### src/rtl/mem_ctrl_pkg.sv
// Shared controller types: host operation codes, SPI SRAM command bytes and the
// serial memory controller FSM states, plus the SPI frame builder.
package mem_ctrl_pkg;

   typedef enum logic [1:0] {
      MEM_NOP   = 2'b00,
      MEM_READ  = 2'b01,
      MEM_WRITE = 2'b10
   } mem_ctrl_op_e;

   typedef enum logic [1:0] {
      IDLE    = 2'b00,
      SHIFT   = 2'b01,
      DONE    = 2'b10,
      RECOVER = 2'b11
   } mem_state_e;

   localparam logic [7:0] SPI_CMD_READ  = 8'h03;
   localparam logic [7:0] SPI_CMD_WRITE = 8'h02;

   localparam int FRAME_W      = 32;
   localparam int FRAME_ADDR_W = 16;
   localparam int FRAME_DATA_W = 8;

   // Read frames carry a don't-care data byte, sent as zero.
   function automatic logic [FRAME_W-1:0] build_frame(
      input logic                    is_read,
      input logic [FRAME_ADDR_W-1:0] frame_addr,
      input logic [FRAME_DATA_W-1:0] frame_data
   );
      if (is_read) begin
         return {SPI_CMD_READ, frame_addr, 8'h00};
      end
      return {SPI_CMD_WRITE, frame_addr, frame_data};
   endfunction

endpackage

### src/rtl/mem_ctrl_spi_shifter.sv
// 32-bit parallel-load, MSB-first shift register; MISO is captured into a
// holding bit and enters the LSB on the following shift.
module spi_shifter
   import mem_ctrl_pkg::*;
(
   input  logic               clock,
   input  logic               reset,
   input  logic               load,
   input  logic [FRAME_W-1:0] frame_in,
   input  logic               sample_en,
   input  logic               shift_en,
   input  logic               miso,
   output logic               mosi_bit,
   output logic [7:0]         rx_byte
);

   logic [FRAME_W-1:0] sr_q, sr_d;
   logic               sample_q, sample_d;

   always_comb begin
      sr_d     = sr_q;
      sample_d = sample_q;
      if (load) begin
         sr_d = frame_in;
      end else if (shift_en) begin
         sr_d = {sr_q[FRAME_W-2:0], sample_q};
      end
      if (sample_en) begin
         sample_d = miso;
      end
   end

   always_ff @(posedge clock or negedge reset) begin
      if (!reset) begin
         sr_q     <= '0;
         sample_q <= 1'b0;
      end else begin
         sr_q     <= sr_d;
         sample_q <= sample_d;
      end
   end

   assign mosi_bit = sr_q[FRAME_W-1];
   // Value the low byte takes after the next shift: the last eight MISO samples.
   assign rx_byte  = {sr_q[6:0], sample_q};

endmodule

### src/rtl/mem_ctrl.sv
// SPI SRAM controller: accepts one host read/write, runs a 32-bit mode-0 frame
// at clock/2, pulses mem_op_done, then spends one recovery cycle before idling.
module mem_ctrl
   import mem_ctrl_pkg::*;
#(
   parameter int DATA_BUS_WIDTH = 8,
   parameter int ADDR_WIDTH     = 16
)(
   input  logic                      clock,
   input  logic                      reset,
   input  mem_ctrl_op_e              mem_ctrl_op,
   input  logic [ADDR_WIDTH-1:0]     addr,
   input  logic [DATA_BUS_WIDTH-1:0] data_in,
   output logic [DATA_BUS_WIDTH-1:0] data_out,
   output logic                      mem_op_done,
   output logic                      spi_cs_n,
   output logic                      spi_sclk,
   output logic                      spi_mosi,
   input  logic                      spi_miso
);

   mem_state_e                state_q, state_d;
   logic                      phase_q, phase_d;
   logic [4:0]                bit_cnt_q, bit_cnt_d;
   logic                      is_read_q, is_read_d;
   logic [DATA_BUS_WIDTH-1:0] data_out_q, data_out_d;

   logic               load;
   logic               sample_en;
   logic               shift_en;
   logic [FRAME_W-1:0] frame;
   logic               mosi_bit;
   logic [7:0]         rx_byte;

   always_comb begin
      state_d    = state_q;
      phase_d    = phase_q;
      bit_cnt_d  = bit_cnt_q;
      is_read_d  = is_read_q;
      data_out_d = data_out_q;
      load       = 1'b0;
      sample_en  = 1'b0;
      shift_en   = 1'b0;
      frame      = build_frame(mem_ctrl_op == MEM_READ,
                               FRAME_ADDR_W'(addr),
                               FRAME_DATA_W'(data_in));

      unique case (state_q)
         IDLE: begin
            if (mem_ctrl_op == MEM_READ || mem_ctrl_op == MEM_WRITE) begin
               load      = 1'b1;
               is_read_d = (mem_ctrl_op == MEM_READ);
               phase_d   = 1'b0;
               bit_cnt_d = 5'd0;
               state_d   = SHIFT;
            end
         end
         SHIFT: begin
            // phase 0 = sclk low half (MISO sampled at its end), phase 1 = sclk high half
            if (!phase_q) begin
               sample_en = 1'b1;
               phase_d   = 1'b1;
            end else begin
               shift_en  = 1'b1;
               phase_d   = 1'b0;
               bit_cnt_d = bit_cnt_q + 5'd1;
               if (bit_cnt_q == 5'd31) begin
                  state_d = DONE;
                  if (is_read_q) begin
                     data_out_d = DATA_BUS_WIDTH'(rx_byte);
                  end
               end
            end
         end
         DONE: begin
            state_d = RECOVER;
         end
         RECOVER: begin
            state_d = IDLE;
         end
         default: begin
            state_d = IDLE;
         end
      endcase
   end

   always_ff @(posedge clock or negedge reset) begin
      if (!reset) begin
         state_q    <= IDLE;
         phase_q    <= 1'b0;
         bit_cnt_q  <= 5'd0;
         is_read_q  <= 1'b0;
         data_out_q <= '0;
      end else begin
         state_q    <= state_d;
         phase_q    <= phase_d;
         bit_cnt_q  <= bit_cnt_d;
         is_read_q  <= is_read_d;
         data_out_q <= data_out_d;
      end
   end

   spi_shifter u_shifter (
      .clock     (clock),
      .reset     (reset),
      .load      (load),
      .frame_in  (frame),
      .sample_en (sample_en),
      .shift_en  (shift_en),
      .miso      (spi_miso),
      .mosi_bit  (mosi_bit),
      .rx_byte   (rx_byte)
   );

   // Outputs decode straight from state so the async reset idles the bus at once.
   assign spi_cs_n    = (state_q != SHIFT);
   assign spi_sclk    = (state_q == SHIFT) && phase_q;
   assign spi_mosi    = (state_q == SHIFT) && mosi_bit;
   assign mem_op_done = (state_q == DONE);
   assign data_out    = data_out_q;

endmodule
### config.mk
export PLATFORM = sky130hd
export DESIGN_NAME = mem_ctrl
export DESIGN_NICKNAME = d
export VERILOG_FILES = /design/src/rtl/mem_ctrl_pkg.sv /design/src/rtl/mem_ctrl_spi_shifter.sv /design/src/rtl/mem_ctrl.sv
export SDC_FILE = /design/constraint.sdc
export NUM_CORES = 1
export LEC_CHECK = 0
export BUFFER_PORTS_ARGS = -buffer_cell sky130_fd_sc_hd__buf_4
export CAP_MARGIN = 5
export CELL_PAD_IN_SITES_DETAIL_PLACEMENT = 2
export CELL_PAD_IN_SITES_GLOBAL_PLACEMENT = 2
export CORE_UTILIZATION = 36
export DETAILED_ROUTE_END_ITERATION = 8
export GPL_ROUTABILITY_DRIVEN = 0
export GPL_TIMING_DRIVEN = 0
export PLACE_DENSITY_LB_ADDON = 0.2
export SYNTH_ARGS = -nofsm -noshare
export SYNTH_HDL_FRONTEND = slang
export SYNTH_SLANG_ARGS = --single-unit
### constraint.sdc
create_clock -name clock -period 1.95 [get_ports clock]
set_clock_uncertainty 0.15 [all_clocks]
set_input_delay 0.195 -clock clock [delete_from_list [all_inputs] [get_ports clock]]
set_output_delay 0.195 -clock clock [all_outputs]
set_load 0.02 [all_outputs]
==> flow_metrics.env <==
export IMPL_synth_nets=265
export IMPL_clockRootBuffer="clkbuf_8"
export IMPL_worst_r2r_start="bit_cnt_q[0]"
export IMPL_layoutNonFillerInstCount=379
export IMPL_first_iter_violations=30
export IMPL_std_cell_rows=29
export IMPL_grt_pass1_vias=2351
export IMPL_seq_area_sq_um=1254
export IMPL_worst_ir_drop_vdd_mv=0.4761
export IMPL_timing_hold_worst_start="data_in[7]"
export IMPL_viasPerCell=5.303
export IMPL_total_neg_setup_slack_ns=0
export IMPL_totalWireLength_um=7030
export IMPL_synthDominantAreaCellType="dfrtp_1"
export IMPL_outcome="finished, final reports clean"
export IMPL_post_dp_hpwl_um=4385
export IMPL_initial_antenna_violation_count=0
export IMPL_period_share_pct=96.06
export IMPL_pre_cts_ws_ns=-0.01549
export IMPL_worst_r2r_cell_count=5
export IMPL_crit_reg2reg_capture="data_out[0]"
export IMPL_tritoncts_num_sinks=50
export IMPL_die_y_um=84.75
export IMPL_cellLeakagePower_nw=1.479
export IMPL_post_route_drc_count=0
export IMPL_ys_dominant_reg_cell="dfrtp_1"
export IMPL_critical_path_startpoint="state_q[1]"
export IMPL_timing_slew_headroom_pct=54.53
export IMPL_timing_critical_path_from_type="register"
export IMPL_postLayoutSetupSlackWorst_ns=0.07681
export IMPL_ios=41
export IMPL_syn_instance_count=229
export IMPL_antenna_violating_nets_post_route=0
export IMPL_route_detailed_wl_per_inst_um=18.55
export IMPL_place_port_buffers=40
export IMPL_synth_async_reset_ratio_pct=100.0
export IMPL_number_of_diodes_added_for_antenna_fixing=0
export IMPL_seq_area_frac_synth_pct=50.76
export IMPL_ys_warnings_count=0
export IMPL_final_setup_violation_count=0
export IMPL_global_route_wire_length_before_repair_um=11660
export IMPL_fmax_mhz=533.8
export IMPL_post_layout_minimum_cycle_time_ns=1.873
export IMPL_power_density_nw_per_um2=1318
export IMPL_synth_area_sq_um=2465
export IMPL_floorplan_initialDensity_pct=37.95
export IMPL_worst_endpoint_arrival_ns=1.53
export IMPL_final_layout_size_suffix_gt1_share_pct=28.15
export IMPL_dieArea_sq_um=7182
export IMPL_drv_cap=0
export IMPL_cts_clk_slew_worst_paths_ns=0.10
export IMPL_netlist_cell_type_count=35
export IMPL_placed_cells=346
export IMPL_criticalPathCategory="register to output port"
export IMPL_track_usage_pct=20.74
export IMPL_worstHoldPathType="input pin to register"
export IMPL_endpoint_kind="output port"
export IMPL_drt_pass_1_iters=4
export IMPL_fillCellCount=664
export IMPL_synth_cells_most_frequent="dfrtp_1 (50), nand2_1 (36), mux2i_1 (26)"
export IMPL_report_final_hold_viol_count=0
export IMPL_gr_total_overflow=0
export IMPL_tritoncts="yes"
export IMPL_finish_net_count=337
export IMPL_final_max_slew_viol_count=0
export IMPL_postSynthAreaPerCell_sq_um=10.76
export IMPL_finalHoldWorstSlack_ns=0.01277
export IMPL_multi_input_combinational_cell_area_sq_um=1102
export IMPL_utilization_pct=50.59
export IMPL_synthDominantCellAreaShare_pct=50.76
export IMPL_die_width_um=84.75
export IMPL_grt_start_max_net_pins=51
export IMPL_area_growth_from_synthesis_to_layout_pct=33.30
export IMPL_synth_most_common_cell="dfrtp_1"
export IMPL_synth_enable_flop_cells=0
export IMPL_synth_area_leaders="dfrtp_1 (51%), mux2i_1 (11%), nand2_1 (5.5%)"
export IMPL_worst_path_required_ns=1.60
export IMPL_critical_path_max_fanout=10
export IMPL_holdPathEnd="u_shifter.sr_q[7]"
export IMPL_routed_via_count=2010
export IMPL_worst_skew_pair_late_latency_ns=0.31
export IMPL_synth_ff_latch_count=50
export IMPL_cts_buffer_count=5
export IMPL_htree_levels=2
export IMPL_clk_path_buf_depth=2
export IMPL_reg2reg_setup_slack_ns=0.09
export IMPL_worst_hold_path_num_cells=3
export IMPL_placeableCoreArea_sq_um=6495
export IMPL_timing_worst_slew_pin_value_ns=0.6820
## critical path, cell delays in order (launching register included)
cell	delay [ns]
dfrtp_1	0.41
inv_2	0.10
ha_4	0.19
nand2_2	0.11
clkinv_2	0.11
buf_6	0.15
buf_4	0.15
## timing repair
| item | 4_1_cts | 5_1_grt |
|---|---|---|
| hold endpoints to repair | 73 | 0 |
| buffers inserted | 0 | 1 |
| endpoints found under the setup margin | 13 | 24 |
| hold buffers | 24 | 0 |
| resized for setup | 6 | 6 |
## worst max path at each step
stage / end / slack, ns / cells after the start
5_1_grt: spi_sclk / -0.02 / 6
3_5_place_dp: u_shifter.sr_q[18] / -0.02 / 6
6_report: spi_sclk / 0.08 / 6
2_1_floorplan: state_q[1] / 0.22 / 6
4_1_cts: u_shifter.sr_q[18] / 0.005 / 8
3_3_place_gp: state_q[1] / 0.07 / 6
## report_power, final
part / switching (mW) / total [mW] / internal, mW
Clock: 0.372 / 0.919 / 0.548
Sequential: 0.269 / 1.69 / 1.42
Combinational: 0.947 / 1.72 / 0.776
## final cells by class
class                           instances  share of cell area, %
Buffer                                 14                  3.503
Clock buffer                            6                  2.513
Clock inverter                          2                  1.828
Inverter                                7                 0.8378
Multi-Input combinational cell        158                  33.55
Sequential cell                        50                  38.16
Tap cell                               77                  2.932
Timing Repair Buffer                   65                  16.68
## per-stage QoR
| stage | area [sq um] | power (mW) |
|---|---|---|
| 3_5_place_dp | 2861 | 3.293 |
| 4_1_cts | 3263 | 4.299 |
| 6_report | 3286 | 4.331 |
| 3_3_place_gp | 2861 | 3.175 |
| 5_1_grt | 3286 | 4.635 |
| 2_1_floorplan | 2465 | 2.776 |
## sequential cells by signal, summed over array words and instances, names as in the netlist
name                count
data_out                8
u_shifter.sample_q      1
phase_q                 1
state_q                 2
u_shifter.sr_q         32
is_read_q               1
bit_cnt_q               5
## metal layers
layer	vias to the layer above	routed length, um	part of all wire [%]	GRT usage (%)
met3	10	164	2.3	3.245
met4	0	94	1.3	4.468
li1	934	-	-	-
met2	30	3791	54	39.25
met5	-	0	0	0
met1	1036	2979	42	24.67
## cells by family (layout without fill, tap and decap cells)
kind of cell               after synthesis  count (layout)  synth area share (%)
AOI/OAI and AO/OA                       49              49                 11.12
xor gates and xnor gates                 1               1                0.3554
adders and majority gates                7               7                 3.553
buffers and inverters                   21              94                 5.228
DFF                                     50              50                 50.76
muxes                                   36              36                 15.13
and+or+nand+nor                         65              65                 13.86
## placed cells by master (no fill, tap or decap), types with 10 or more instances in the layout
cell type and instances:
nand2_1 36, dlygate4sd3_1 24, mux2i_1 26, o21ai_1 20, mux2_2 10, a21oi_1 10, dfrtp_1 48, o21ai_0 12
buf_4 46, nand3b_1 12
Note: power is estimated with default switching activity, not from simulation.
